### src/rtl/clk_div_bank.sv
// Bank of runtime-programmable clock dividers: each channel emits a one-cycle tick
// every D cycles and a 50%-duty square wave of period 2*D, with shadowed divisor reload.
module clk_div_bank #(
    parameter int CHANNELS    = 4,
    parameter int WIDTH       = 20,
    parameter int DEFAULT_DIV = 416666,
    localparam int SEL_W      = (CHANNELS > 1) ? $clog2(CHANNELS) : 1
) (
    input  logic                clk_in,
    input  logic                reset,
    input  logic [CHANNELS-1:0] en,
    input  logic                sync_restart,
    input  logic                div_wr,
    input  logic [SEL_W-1:0]    div_sel,
    input  logic [WIDTH-1:0]    div_data,
    output logic [CHANNELS-1:0] tick,
    output logic [CHANNELS-1:0] clk_out,
    output logic [CHANNELS-1:0] upd_done
);

    // div_wr is a single-cycle strobe with no backpressure: a write is accepted on
    // every edge where it is high and div_sel names an existing channel.
    for (genvar g = 0; g < CHANNELS; g++) begin : g_chan
        logic [WIDTH-1:0] r_cnt;
        logic [WIDTH-1:0] r_div;
        logic [WIDTH-1:0] r_shadow;
        logic             r_pending;
        logic             r_tick;
        logic             r_clk;
        logic             r_upd;

        logic w_wr_hit;
        logic w_run;
        logic w_last;
        logic w_apply;

        assign w_wr_hit = div_wr && (div_sel == SEL_W'(g));
        assign w_run    = en[g] && (r_div != '0);
        // >= keeps a channel from running away when a smaller divisor lands
        // while the held count already exceeds it.
        assign w_last   = w_run && (r_cnt >= r_div - WIDTH'(1));
        assign w_apply  = r_pending &&
                          (sync_restart || w_last || !en[g] || (r_div == '0));

        always_ff @(posedge clk_in) begin
            if (reset) begin
                r_cnt     <= '0;
                r_div     <= WIDTH'(DEFAULT_DIV);
                r_shadow  <= WIDTH'(DEFAULT_DIV);
                r_pending <= 1'b0;
                r_tick    <= 1'b0;
                r_clk     <= 1'b0;
                r_upd     <= 1'b0;
            end else begin
                r_upd <= w_apply;
                if (w_apply) begin
                    r_div <= r_shadow;
                end
                // A write on an apply edge lands after the old shadow was consumed.
                if (w_wr_hit) begin
                    r_shadow  <= div_data;
                    r_pending <= 1'b1;
                end else if (w_apply) begin
                    r_pending <= 1'b0;
                end

                if (sync_restart) begin
                    r_cnt  <= '0;
                    r_clk  <= 1'b0;
                    r_tick <= 1'b0;
                end else if (w_last) begin
                    r_cnt  <= '0;
                    r_tick <= 1'b1;
                    r_clk  <= ~r_clk;
                end else if (w_run) begin
                    r_cnt  <= r_cnt + WIDTH'(1);
                    r_tick <= 1'b0;
                end else begin
                    r_tick <= 1'b0;
                    if (r_div == '0) begin
                        r_cnt <= '0;
                    end
                end
            end
        end

        assign tick[g]     = r_tick;
        assign clk_out[g]  = r_clk;
        assign upd_done[g] = r_upd;
    end

endmodule

### config.mk
export PLATFORM = sky130hd
export DESIGN_NAME = clk_div_bank
export DESIGN_NICKNAME = d
export VERILOG_FILES = /design/src/rtl/clk_div_bank.sv
export SDC_FILE = /design/constraint.sdc
export NUM_CORES = 1
export LEC_CHECK = 0
export ABC_AREA = 1
export CAP_MARGIN = 20
export CORE_ASPECT_RATIO = 2
export CORE_UTILIZATION = 60
export DETAILED_ROUTE_END_ITERATION = 10
export PLACE_DENSITY_LB_ADDON = 0.2
export SETUP_SLACK_MARGIN = 0.2
export SKIP_LAST_GASP = 1
export SYNTH_ARGS = -nofsm -noshare
export SYNTH_HDL_FRONTEND = slang
export SYNTH_SLANG_ARGS = --single-unit
### constraint.sdc
create_clock -name clk_in -period 5.2 [get_ports clk_in]
set_input_delay 1.04 -clock clk_in [delete_from_list [all_inputs] [get_ports clk_in]]
set_output_delay 1.04 -clock clk_in [all_outputs]
set_load 0.02 [all_outputs]
======== Word level (Yosys, flattened, before mapping) ========
Index checks and enable logic that the tools add are counted.
W data, S select, Z words.
storage, ports and cells
  register bits after elaboration ......... 256
  bits of input ports ..................... 30
  output and inout bits ................... 12
  word-level logic and storage cells ...... 121
operators by class
  add/subtract/negate cells ............... 8
  magnitude comparators ................... 4
  equality and inequality tests ........... 3
  multiplexer cells ....................... 20
  bitwise gates (word level) .............. 4
  reductions and logical operators ........ 54
operator list
  cell                     number
  $mux W20                 8
  $add A20 B1 Y20 const B  4
  $ge A20 B20 Y1           4
  $logic_not A20 Y1        4
  $reduce_bool A20 Y1      4
  $sub A20 B1 Y20 const B  4
  $logic_and A1 B1 Y1      16
  $reduce_bool A2 Y1       8
  $logic_or A1 B1 Y1       12
  $mux W1                  12
  $reduce_or A3 Y1         4
  $eq A2 B2 Y1 const B     2
  $logic_not A1 Y1         4
  $not A1 Y1               4
  $eq A2 B1 Y1 const B     1
  $logic_not A2 Y1         1
  $reduce_or A2 Y1         1

======== Logic depth before layout (Yosys ltp) ========
  word-level depth ........................ 9
  depth in mapped cells ................... 24
  depth with buffers taken out ............ 23

======== Worst setup path before layout ========
OpenSTA, ideal clock, no wires.
  path kind ............................... register to register
  start point ............................. register g_chan[2].r_div[0]
  end point ............................... register g_chan[2].r_div[4]
  arrival time ............................ 2.759 ns
  data required time ...................... 5.065 ns
  slack ................................... 2.306 ns
  stages on the path, launching flop included .. 21
  buffers on the path ..................... 1
  period minus slack after synthesis ...... 2.894 ns
  path through ............................ dfxtp_1 > inv_1 > ha_1 > nand3_2 > nor2_1 > nand2_1 > nor3_2 > nand2_1 > xor2_1 > inv_1 > ha_1 > nand2_1 > nor2_1 > nor3b_4 > and2b_1 > nand2_2 > nand3_4 > nand2_1 > buf_4 > nand2_1 > nand3_2
on the way
  longest elaborated chain between the ends .. 7
RTL lines
  item                                                    RTL line  RTL
  start, declared                                         25        logic [WIDTH-1:0] r_div;
  start signal, assigned                                  48        r_div <= WIDTH'(DEFAULT_DIV);
  start signal, assigned                                  57        r_div <= r_shadow;
  $sub A20 B1 Y20 or $reduce_bool A20 Y1 (tied branches)  41, 38
  $ge A20 B20 Y1 or $logic_and A1 B1 Y1 (tied branches)   41, 38
  $logic_and A1 B1 Y1                                     41        assign w_last = w_run && (r_cnt >= r_div - WIDTH'(1));
  $logic_or A1 B1 Y1 (2 in a row)                         43        (sync_restart || w_last || !en[g] || (r_div == '0));
  $logic_or A1 B1 Y1 (*)                                  43
  $logic_and A1 B1 Y1 (*)                                 42        assign w_apply = r_pending &&
Mark *: on every way between the ends. The rest lies on a longest branch, timed or not.
A chain may end at the register's enable or synchronous reset.

======== Final worst setup path ========
  start point ............................. register g_chan[3].r_div[0]
  end point ............................... register g_chan[3].r_div[8]
on the way
  longest elaborated chain between the ends .. 7
RTL lines
  item                                                    RTL line
  start, declared                                         25
  start signal, assigned                                  48
  start signal, assigned                                  57
  $sub A20 B1 Y20 or $reduce_bool A20 Y1 (tied branches)  41, 38
  $ge A20 B20 Y1 or $logic_and A1 B1 Y1 (tied branches)   41, 38
  $logic_and A1 B1 Y1                                     41
  $logic_or A1 B1 Y1 (2 in a row)                         43
  $logic_or A1 B1 Y1 (*)                                  43
  $logic_and A1 B1 Y1 (*)                                 42
Marked as above.

==> results.cfg <==
[pwr]
p_clk_share_pct = 43.4
p_int_uw = 3200
p_seq_share_pct = 48.7
switching_power_uw = 1040
p_sw_share_pct = 24.5
peakVddDrop_mv = 0.295
power_density_mw_per_mm2 = 265
power_frac_comb_pct = 7.9
leakage_uw = 0.00704

[global_routing]
grt_pass1_vias = 12355
grt.overflow.total = 0
grt_max_degree = 66
track_usage_pct = 28.4
antenna_found_initial = 0
grt_pass1_wl_mm = 57.9

[drt]
routedWlPerCell_um = 15.1
first_pass_iters = 5
drt_iter0_markers = 673
avgViaCountPerCell = 5.50
wl_mm = 35.8
vias = 13027
drc = 0
postRouteAntennaNets = 0

[yosys]
synth.distinct_cells = 53
syn_area_mm2 = 0.0148
syn_nets = 2190
ys_ff_latch = 256
synth.mux.area_fraction_pct = 0
synth_compound_area_share_pct = 7.26
synthAdderAreaFrac_pct = 7.79
synthCells = 2068
synth_top_family_by_area = simple AND/OR/NAND/NOR gates
yosys.area_share.simple_pct = 35.7
synth_xor_area_share_pct = 5.51
yosys_warnings = 0
avgSynthCellArea_um2 = 7.15
ys_seq_area_share_pct = 34.7

[sta]
layout_setup_ws_ps = 1360
min_period_ps = 3840
finClkSkew_ps = 12.2
slew_headroom_pct = 46.1
setup_viol = 0
fmax_ghz = 0.260
final_hold_viol_count = 0
rsz0062_at_grt = no
period_share_pct = 73.8
fin_setup_tns_ps = 0
drv_slew = 0
worst_pin_slew_ps = 808

[outcome]
status = completed

[setup_path]
worst_r2r_path_depth = 19
cpMostUsedCell = nand2_1
cp-start-kind = flip-flop
worst_setup_path_end_kind = flip-flop
critical_path_class = flip-flop to flip-flop
r2r_end = g_chan[3].r_div[8]
crit_fanout = 30
cpMaxStageDelayCell = dfxtp_1
crit_arrival_ps = 4250
rrSetupSlack_ps = 1360
critPathMaxStageDelay_ps = 360
required_ps = 5610
cp-endpoint = g_chan[3].r_div[8]
r2r-start = g_chan[3].r_div[0]
path_cells = inv_1, ha_1, nand2_1, nor2_1, nand2_1, nor2_1, xor2_1, inv_1, ha_1, nand2_1, nor2_1, nor3b_2, nor2b_1, nand2_1, nand3_2, buf_4, nand2_1, nand2_1, nand3_1
critPathLaunch = g_chan[3].r_div[0]

[clock_tree]
cts_tree = yes
cts_setup_buffers = 0
worst_skew_pair.late_latency_ps = 550
cts_resized = 0
cts_buffer_depth = 3
hold_buffers = 0
numCtsBuffers = 24
clkSinkCount = 256
cts_root_buf = clkbuf_16
clk_transition_reported_paths_ps = 60
htree_levels = 1

[floorplan]
die_h_um = 224
coreArea_mm2 = 0.0240
ios = 42
start_util_pct = 61.5
die-area_mm2 = 0.0253
chipWidth_um = 113
rows = 80

[layout]
regArea_mm2 = 0.00512
drive_above_1_share_pct = 7.83
nFillCells = 2150
multi_input_area_mm2 = 0.00832
area.growth.synth_to_final_pct = 8.25
final_common_cell = nand2_1
layout.nets = 2188
layout_common_cells = nand2_1 (465), dfxtp_1 (256), nor2_1 (246), inv_1 (219), nand3_1 (203)
antennaDiodeCount = 0

[worst_hold_path]
hold_path_class = flip-flop to flip-flop

[placement]
pre_cts_slack_ps = 1340
gp_congestion = 0.968
dpl.hpwl_mm = 27.3
io_buffer_count = 41

[flow_run]
maxCapViolations = 0
-- routing by layer --
layer	up-vias	wire, um	track usage [%]
li1	6676	-	-
met1	6009	13000	27.0
met2	227	19500	56.5
met3	115	1070	3.35
met4	0	2180	17.4
met5	-	0	0
-- area by class of cell --
type	count	share of cell area, %
Tap cell	287	2.24
Timing Repair Buffer	56	3.39
Clock inverter	10	0.829
Multi-Input combinational cell	1505	52.0
Clock buffer	32	4.26
Inverter	223	5.25
Sequential cell	256	32.0
-- cell families after synthesis --
logic type,Yosys count
AOI/OAI and AO/OA,198
xor gates and xnor gates,93
adders and majority gates,92
buffers and inverters,307
DFF,256
and+or+nand+nor,1122
-- flip-flops by register name (all words and copies together) (netlist names) --
register and flops:
g_chan.r_cnt 80, g_chan.r_clk 4, g_chan.r_shadow 80, g_chan.r_div 80, g_chan.r_upd 4, g_chan.r_tick 4, g_chan.r_pending 4
-- worst max-delay path: cells and delay by family (launching register included) --
kind / cells / cell delay [ps]
simple gates: 13 / 2110
fa+ha+maj: 2 / 500
buf+inv: 3 / 590
xor+xnor: 1 / 160
flops: 1 / 360
-- cells in the mapped netlist, drive strengths merged --
master,count,area (um2)
nor3b,4,46.3
o221ai,2,17.5
clkbuf,36,135
a21oi,126,642
a32o,1,10.0
o41ai,1,8.76
nor4,11,83.8
or2,5,31.3
and3,1,6.26
a31o,2,17.5
nor2,264,1060
dfxtp,256,5120
nand3,261,1600
o21bai,3,22.5
and2,3,18.8
a31oi,2,12.5
nand2,475,1810
o21ai,46,230
nand2b,1,6.26
nand4,37,231
inv,222,833
clkinv,1,3.75
buf,48,365
ha,92,1150
xnor2,26,228
nor3,46,275
nand3b,11,86.3
xor2,67,587
and2b,1,7.51
a22oi,1,7.51
o211ai,2,15.0
nor2b,2,12.5
a21o,9,67.6
o31ai,3,22.5
-- metrics by stage --
| step | instances | area, um2 | power [uW] | utilization [%] | hold slack (ps) |
|---|---|---|---|---|---|
| floorplan | 2068 | 14800 | 2340 | - | 429 |
| global placement | 2326 | 15200 | 2430 | 63.1 | 438 |
| detailed placement | 2326 | 15200 | 2440 | 63.1 | 445 |
| CTS | 2368 | 16000 | 4270 | 66.5 | 455 |
| global route | 2369 | 16000 | 4390 | 66.6 | 472 |
| finish | 2369 | 16000 | 4250 | 66.6 | 454 |
-- worst min-delay path by stage --
stage                                  end  cells after the start              startpoint
finish               g_chan[3].r_shadow[0]                      2   g_chan[3].r_shadow[0]
floorplan              g_chan[3].r_div[17]                      2     g_chan[3].r_div[17]
detailed placement   g_chan[0].r_shadow[7]                      2   g_chan[0].r_shadow[7]
global placement    g_chan[0].r_shadow[16]                      2  g_chan[0].r_shadow[16]
CTS                  g_chan[3].r_shadow[0]                      2   g_chan[3].r_shadow[0]
global route        g_chan[2].r_shadow[10]                      2  g_chan[2].r_shadow[10]
-- power groups by stage --
stage	sequential [uW]	combinational [uW]	clock, uW
final	2070	334	1840
after global routing	2070	373	1950
after CTS	2070	333	1870
after detailed placement	2110	330	0
after global placement	2110	321	0
after floorplan	2100	243	0
No activity file was read; power rests on OpenSTA's default activity.
